`src/rtl/apb_pkg.sv`:
```
// Shared APB types and widths for the requester and the register-block slave.
package apb_pkg;

  localparam int unsigned APB_ADDR_W = 12;
  localparam int unsigned APB_DATA_W = 32;
  localparam int unsigned APB_STRB_W = APB_DATA_W / 8;

  typedef enum logic [1:0] {
    IDLE,
    SETUP,
    ACCESS
  } apb_state_t;

  typedef struct packed {
    logic [APB_DATA_W-1:0] rdata;
    logic                  err;
    logic                  timeout;
  } apb_rsp_t;

endpackage : apb_pkg

```
`src/rtl/apb_wait_timer.sv`:
```
// Wait-state counter: cleared in SETUP, counts stalled ACCESS cycles, flags the last allowed one.
module apb_wait_timer
  import apb_pkg::*;
#(
  parameter int unsigned TIMEOUT = 16
) (
  input  logic pclk,
  input  logic presetn,
  input  logic clr_i,
  input  logic en_i,
  output logic tc_c_o
);

  localparam int unsigned CNT_W = (TIMEOUT > 2) ? $clog2(TIMEOUT) : 1;
  localparam logic [CNT_W-1:0] TC_VAL = CNT_W'((TIMEOUT == 0) ? 0 : TIMEOUT - 1);

  logic [CNT_W-1:0] cnt_q;

  // Saturates at the terminal value; a zero TIMEOUT never flags.
  always_ff @(posedge pclk or negedge presetn) begin
    if (!presetn) begin
      cnt_q <= '0;
    end else if (clr_i) begin
      cnt_q <= '0;
    end else if (en_i && !tc_c_o) begin
      cnt_q <= cnt_q + CNT_W'(1);
    end
  end

  assign tc_c_o = (TIMEOUT != 0) && (cnt_q == TC_VAL);

endmodule : apb_wait_timer

```
`src/rtl/apb_master.sv`:
```
// APB3/APB4 requester: single-beat command port to SETUP/ACCESS transfers with wait-state timeout.
module apb_master
  import apb_pkg::*;
#(
  parameter int unsigned ADDR_W  = APB_ADDR_W,
  parameter int unsigned DATA_W  = APB_DATA_W,
  parameter int unsigned TIMEOUT = 16
) (
  input  logic                pclk,
  input  logic                presetn,
  input  logic                cmd_valid,
  output logic                cmd_ready,
  input  logic                cmd_write,
  input  logic [ADDR_W-1:0]   cmd_addr,
  input  logic [DATA_W-1:0]   cmd_wdata,
  input  logic [DATA_W/8-1:0] cmd_strb,
  output logic                rsp_valid,
  output logic [DATA_W-1:0]   rsp_rdata,
  output logic                rsp_err,
  output logic                rsp_timeout,
  output logic                psel,
  output logic                penable,
  output logic                pwrite,
  output logic [ADDR_W-1:0]   paddr,
  output logic [DATA_W-1:0]   pwdata,
  output logic [DATA_W/8-1:0] pstrb,
  input  logic                pready,
  input  logic [DATA_W-1:0]   prdata,
  input  logic                pslverr
);

  localparam int unsigned STRB_W = DATA_W / 8;

  apb_state_t        state_q;
  logic              psel_q, penable_q, pwrite_q;
  logic [ADDR_W-1:0] paddr_q;
  logic [DATA_W-1:0] pwdata_q;
  logic [STRB_W-1:0] pstrb_q;
  logic              rsp_valid_q, rsp_err_q, rsp_timeout_q;
  logic [DATA_W-1:0] rsp_rdata_q;
  logic              tmr_tc;

  apb_wait_timer #(
    .TIMEOUT (TIMEOUT)
  ) u_wait_timer (
    .pclk    (pclk),
    .presetn (presetn),
    .clr_i   (state_q == SETUP),
    .en_i    ((state_q == ACCESS) && !pready),
    .tc_c_o  (tmr_tc)
  );

  assign cmd_ready = (state_q == IDLE);

  // Bus fields are only rewritten on accept, so they hold through ACCESS and idle periods.
  always_ff @(posedge pclk or negedge presetn) begin
    if (!presetn) begin
      state_q       <= IDLE;
      psel_q        <= 1'b0;
      penable_q     <= 1'b0;
      pwrite_q      <= 1'b0;
      paddr_q       <= '0;
      pwdata_q      <= '0;
      pstrb_q       <= '0;
      rsp_valid_q   <= 1'b0;
      rsp_rdata_q   <= '0;
      rsp_err_q     <= 1'b0;
      rsp_timeout_q <= 1'b0;
    end else begin
      rsp_valid_q <= 1'b0;
      case (state_q)
        IDLE: begin
          if (cmd_valid) begin
            state_q   <= SETUP;
            psel_q    <= 1'b1;
            penable_q <= 1'b0;
            pwrite_q  <= cmd_write;
            paddr_q   <= cmd_addr;
            pwdata_q  <= cmd_wdata;
            pstrb_q   <= cmd_write ? cmd_strb : '0;
          end
        end
        SETUP: begin
          state_q   <= ACCESS;
          penable_q <= 1'b1;
        end
        ACCESS: begin
          // pready wins over a coincident terminal count.
          if (pready) begin
            state_q       <= IDLE;
            psel_q        <= 1'b0;
            penable_q     <= 1'b0;
            rsp_valid_q   <= 1'b1;
            rsp_rdata_q   <= pwrite_q ? '0 : prdata;
            rsp_err_q     <= pslverr;
            rsp_timeout_q <= 1'b0;
          end else if (tmr_tc) begin
            state_q       <= IDLE;
            psel_q        <= 1'b0;
            penable_q     <= 1'b0;
            rsp_valid_q   <= 1'b1;
            rsp_rdata_q   <= '0;
            rsp_err_q     <= 1'b1;
            rsp_timeout_q <= 1'b1;
          end
        end
        default: begin
          state_q   <= IDLE;
          psel_q    <= 1'b0;
          penable_q <= 1'b0;
        end
      endcase
    end
  end

  assign psel        = psel_q;
  assign penable     = penable_q;
  assign pwrite      = pwrite_q;
  assign paddr       = paddr_q;
  assign pwdata      = pwdata_q;
  assign pstrb       = pstrb_q;
  assign rsp_valid   = rsp_valid_q;
  assign rsp_rdata   = rsp_rdata_q;
  assign rsp_err     = rsp_err_q;
  assign rsp_timeout = rsp_timeout_q;

endmodule : apb_master

```
`config.mk`:
```
export PLATFORM = sky130hd
export DESIGN_NAME = apb_master
export DESIGN_NICKNAME = d
export VERILOG_FILES = /design/src/rtl/apb_pkg.sv /design/src/rtl/apb_wait_timer.sv /design/src/rtl/apb_master.sv
export SDC_FILE = /design/constraint.sdc
export NUM_CORES = 1
export LEC_CHECK = 0
export CAP_MARGIN = 20
export CORE_MARGIN = 2
export CORE_UTILIZATION = 40
export CTS_BUF_LIST = sky130_fd_sc_hd__clkbuf_8
export DETAILED_ROUTE_END_ITERATION = 10
export PLACE_DENSITY = 0.77
export SYNTH_ARGS = -nofsm -noshare
export SYNTH_HDL_FRONTEND = slang
export SYNTH_SLANG_ARGS = --single-unit
```
`constraint.sdc`:
```
create_clock -name pclk -period 1.8 [get_ports pclk]
set_input_delay 0.36 -clock pclk [delete_from_list [all_inputs] [get_ports pclk]]
set_output_delay 0.36 -clock pclk [all_outputs]
set_load 0.1 [all_outputs]
```
Word-level counts from Yosys, hierarchy flattened

Cells that the tools add are included.

Bits in registers: 92
Bits of input ports: 86
Output and inout port bits: 87
Word-level logic and storage cells: 52

Add/sub/neg operators: 1
Eq/ne operators: 5
Mux-type cells: 22
Bitwise operators: 1
Reductions and logical operators: 11

Operator list:

| kind                | number |
|---|---|
| $mux 32             | 3 |
| $mux 4              | 3 |
| $mux 1              | 10 |
| $mux 2              | 3 |
| $pmux 1 s3          | 2 |
| $pmux 2 s3          | 1 |
| $reduce_and 2->1    | 3 |
| $add 4x1->4 const B | 1 |
| $eq 4x4->1 const B  | 1 |
| $reduce_bool 2->1   | 2 |
| $ne 3x2->1 const B  | 1 |
| $reduce_and 3->1    | 1 |
| $eq 2x1->1 const B  | 1 |
| $eq 2x2->1 const B  | 1 |
| $logic_and 1x1->1   | 2 |
| $logic_not 1->1     | 2 |
| $logic_not 2->1     | 1 |
| $ne 2x2->1 const B  | 1 |
| $not 1->1           | 1 |

Depth between registers and ports, before layout

Word-level depth: 5
Gate-level depth with buffers: 5
Mapped depth without buffers: 4

Modules after synthesis

From an unflattened synthesis, not the netlist that was laid out.

Cells, all modules: 298
Area total of the unflattened synthesis: 3808.7 um^2

Modules (own cells, without submodules):

| module         | times used | cells an instance | area each (um^2) | seq. area each (um^2) |
|---|---|---|---|---|
| apb_master     | 1          | 278               | 3579.7           | 2177.1 |
| apb_wait_timer | 1          | 20                | 229.0            | 100.1 |

Worst setup path before layout

Ideal clock, no wire load.

Path kind: reg2out
Start: register state_q[1]
End: output port cmd_ready
Arrival time: 2.225 ns
Data required time: 1.440 ns
Slack: -0.785 ns
Cell stages (with the launch flop): 2
Buffers on the path: 0
Cell sequence: dfrtp_1 -> nor2_1

Cells in the longest elaborated chain, start to end: 1

Ends and longest elaborated chain:

| what                     | line             | text |
|---|---|---|
| start: declaration       | apb_master.sv:34 | `apb_state_t state_q;` |
| start signal: assignment | apb_master.sv:58 | `state_q <= IDLE;` |
| start signal: assignment | apb_master.sv:74 | `state_q <= SETUP;` |
| start signal: assignment | apb_master.sv:84 | `state_q <= ACCESS;` |
| $logic_not 2->1          | apb_master.sv:53 | `assign cmd_ready = (state_q == IDLE);` |
| end: declaration         | apb_master.sv:12 | `output logic cmd_ready,` |

No other way between the ends.

Final worst setup path

Same ends and word-level chain as after synthesis.

==> results.md <==
* Io pins at 173
* Post-synthesis sequential area ratio at 58.4%
* Filler cells at 638
* Share of layout cells above drive strength 1 at 35.8%
* Residual antenna-violating net count after detailed routing at 0
* WL final at 10,800 um
* CTS tree: built
* Drt initial violations at 95
* Drt drc at 0
* Worst slew pin tran at 483 ps
* Die area at approximately 11,000 um2
* Worst Path Max Fanout at 7
* H-tree depth at 3
* WL/cell at 17.5 um
* Clk_skew at between 9 and 10 ps
* IO Port Bufs at roughly 170
* CP cell instances: buf_4 -> nor2_4 -> buf_12
* Ys Warns at 0
* Fin Setup TNS at 0 ps
* Final net count at 568
* Multi-input logic area at 1470 um2
* Largest net degree at the start of global routing at 33
* Gpl congestion at roughly 0.80
* Worst-path clk slew at 100 ps
* Mapped Cells at 297
* First-pass GRT wire length at around 17,000 um
* Worst EP arrival at around 1300 ps
* CP Capture Type: output port
* Netlist cell types at 31
* Number of gates resized after CTS at 0
* DP HPWL at 8290 um
* Final setup viols at 0
* Worst skew pair latency at 360 ps
* Core area at ~9600 um2
* Worst R2R Setup Slack at 240 ps
* Hold WC Path Type: in2async
* Final Hold Viols at 0
* Unrepaired setup endpoints after global routing: false
* Outcome: finished clean
* Worst Setup Start Kind: flip-flop
* Crit-path max cell delay at 440 ps
* Total global routing overflow at 0
* Slew HR at around two thirds
* Starting Density at 40.6%
* WS Path Type: reg2out
* Avg Cell Area, Syn at ~13 um2
* Most frequent cells in the layout: 92 x buf_12, 90 x dfrtp_1, 84 x clkdlybuf4s50_1
* CTS Hold Bufs at 1
* Register area at about 2300 um2
* Commonest non-fill, non-tap cell in the layout: buf_12
* Clock Tree Root: clkbuf_8
* Crit share post-route at 91.2%
* Vias at 3,024
* CTS sink count at 91
* Synth-to-layout area growth at 78.8%
* Mapped Area at ~3900 um2
* Time the worst path needs with I/O delays and setup at 1640 ps
* RR Endpoint: paddr[11]
* R2r startpoint: state_q[0]
* Post-DR vias/cell at 4.89
* # Post-CTS Setup Buffers at 0
* GRT Total Usage at 21.4%
* Pre-antenna DRT Iters at 4
* Slowest CP cell: dfrtp_2
* Die Y at about 100 um
* Final Max Slew Viols at 0
* Cts bufs inserted at 9
* Highest Clock Rate at 609 MHz
* Rows at 36
* Critical Path RT at approximately 1400 ps
* Die width at just over 100 um
* FF-to-FF path depth at 4
* FF+latch count, synth at 91
* Post-Syn Nets at 384
* Initial antenna violation count at 0
* Vias in the first global route at 3,247
* Maxcap violations at 0
* Diodes inserted at 0
* CTS max path bufs at 2
routing by layer:
metal	GRT usage (%)	up-vias	share of wire [%]
met5	0	-	0
met4	5.23	0	1.2
met3	5.90	12	6.6
met2	36.7	99	52
met1	26.9	1495	40
li1	-	1418	-
sequential cells by signal (all words and copies together), names as in the netlist:
register            cells
rsp_valid               1
rsp_err                 1
rsp_rdata              32
state_q                 2
u_wait_timer.cnt_q      4
psel                    1
rsp_timeout             1
pstrb                   4
paddr                  12
pwdata                 32
pwrite                  1
worst max-delay path: cells and delay by family (launching register included):
kind,cells,cell delay [ps]
buffers and inverters,2,360
DFF,1,440
and+or+nand+nor,1,120
cell type report:
type / instances / area share (%)
timing repair buffer: 196 / 40.7
clock inverter: 6 / 0.700
clock buffer: 10 / 1.98
multi-input combinational: 176 / 21.2
sequential: 91 / 32.7
inverter: 7 / 0.377
tap: 133 / 2.39
how the worst max path moves through the flow:
stage,from,end,depth (start not counted)
final,state_q[1],cmd_ready,3
after global routing,pwrite,pwrite,1
after CTS,state_q[1],cmd_ready,3
after detailed placement,cmd_valid,paddr[11],5
after global placement,cmd_valid,pwdata[11],5
after floorplan,state_q[1],paddr[0],4
through the flow:
step | area [um2] | hold WS (ps) | worst slack (ps) | std cells | util (%)
after floorplan | 3910 | 64.4 | 151 | 297 | -
after global placement | 6770 | 305 | -34.4 | 602 | 70.6
after detailed placement | 6770 | 311 | -48.3 | 602 | 70.6
after CTS | 6970 | 469 | 147 | 619 | 72.6
after global routing | 6970 | 489 | 60.3 | 619 | 72.6
final | 6970 | 452 | 159 | 619 | 72.6
Yosys cell counts (all sizes together):
master	number	area (um2)
nand2	36	135
mux2i	2	20.0
or4	1	7.51
nor3b	2	20.0
a31oi	1	21.3
clkbuf	10	37.5
nand4bb	1	11.3
a21bo	1	10.0
buf	13	97.6
o21ai	36	180
o22ai	1	6.26
a21oi	2	10.0
mux2	45	657
dfrtp	91	2280
o22a	1	8.76
o21a	1	7.51
nand4b	32	280
nand2b	2	15.0
ha	1	12.5
nand3	5	25.0
nor2	4	15.0
nor2b	1	6.26
o221ai	1	8.76
inv	7	26.3
kinds of logic (layout without fill, tap and decap cells):
group                      count (synthesis)  count (layout)  share of synthesized area (%)
AOI/OAI and AO/OA                         44              44                           6.49
adders and majority gates                  1               1                          0.321
buffers and inverters                     30             219                           4.14
DFF                                       91              91                           58.4
muxes                                     47              47                           17.4
and+or+nand+nor                           84              84                           13.2
Power is not shown: default switching activity piles up to over one toggle a cycle in this logic, so the estimate is an artifact.
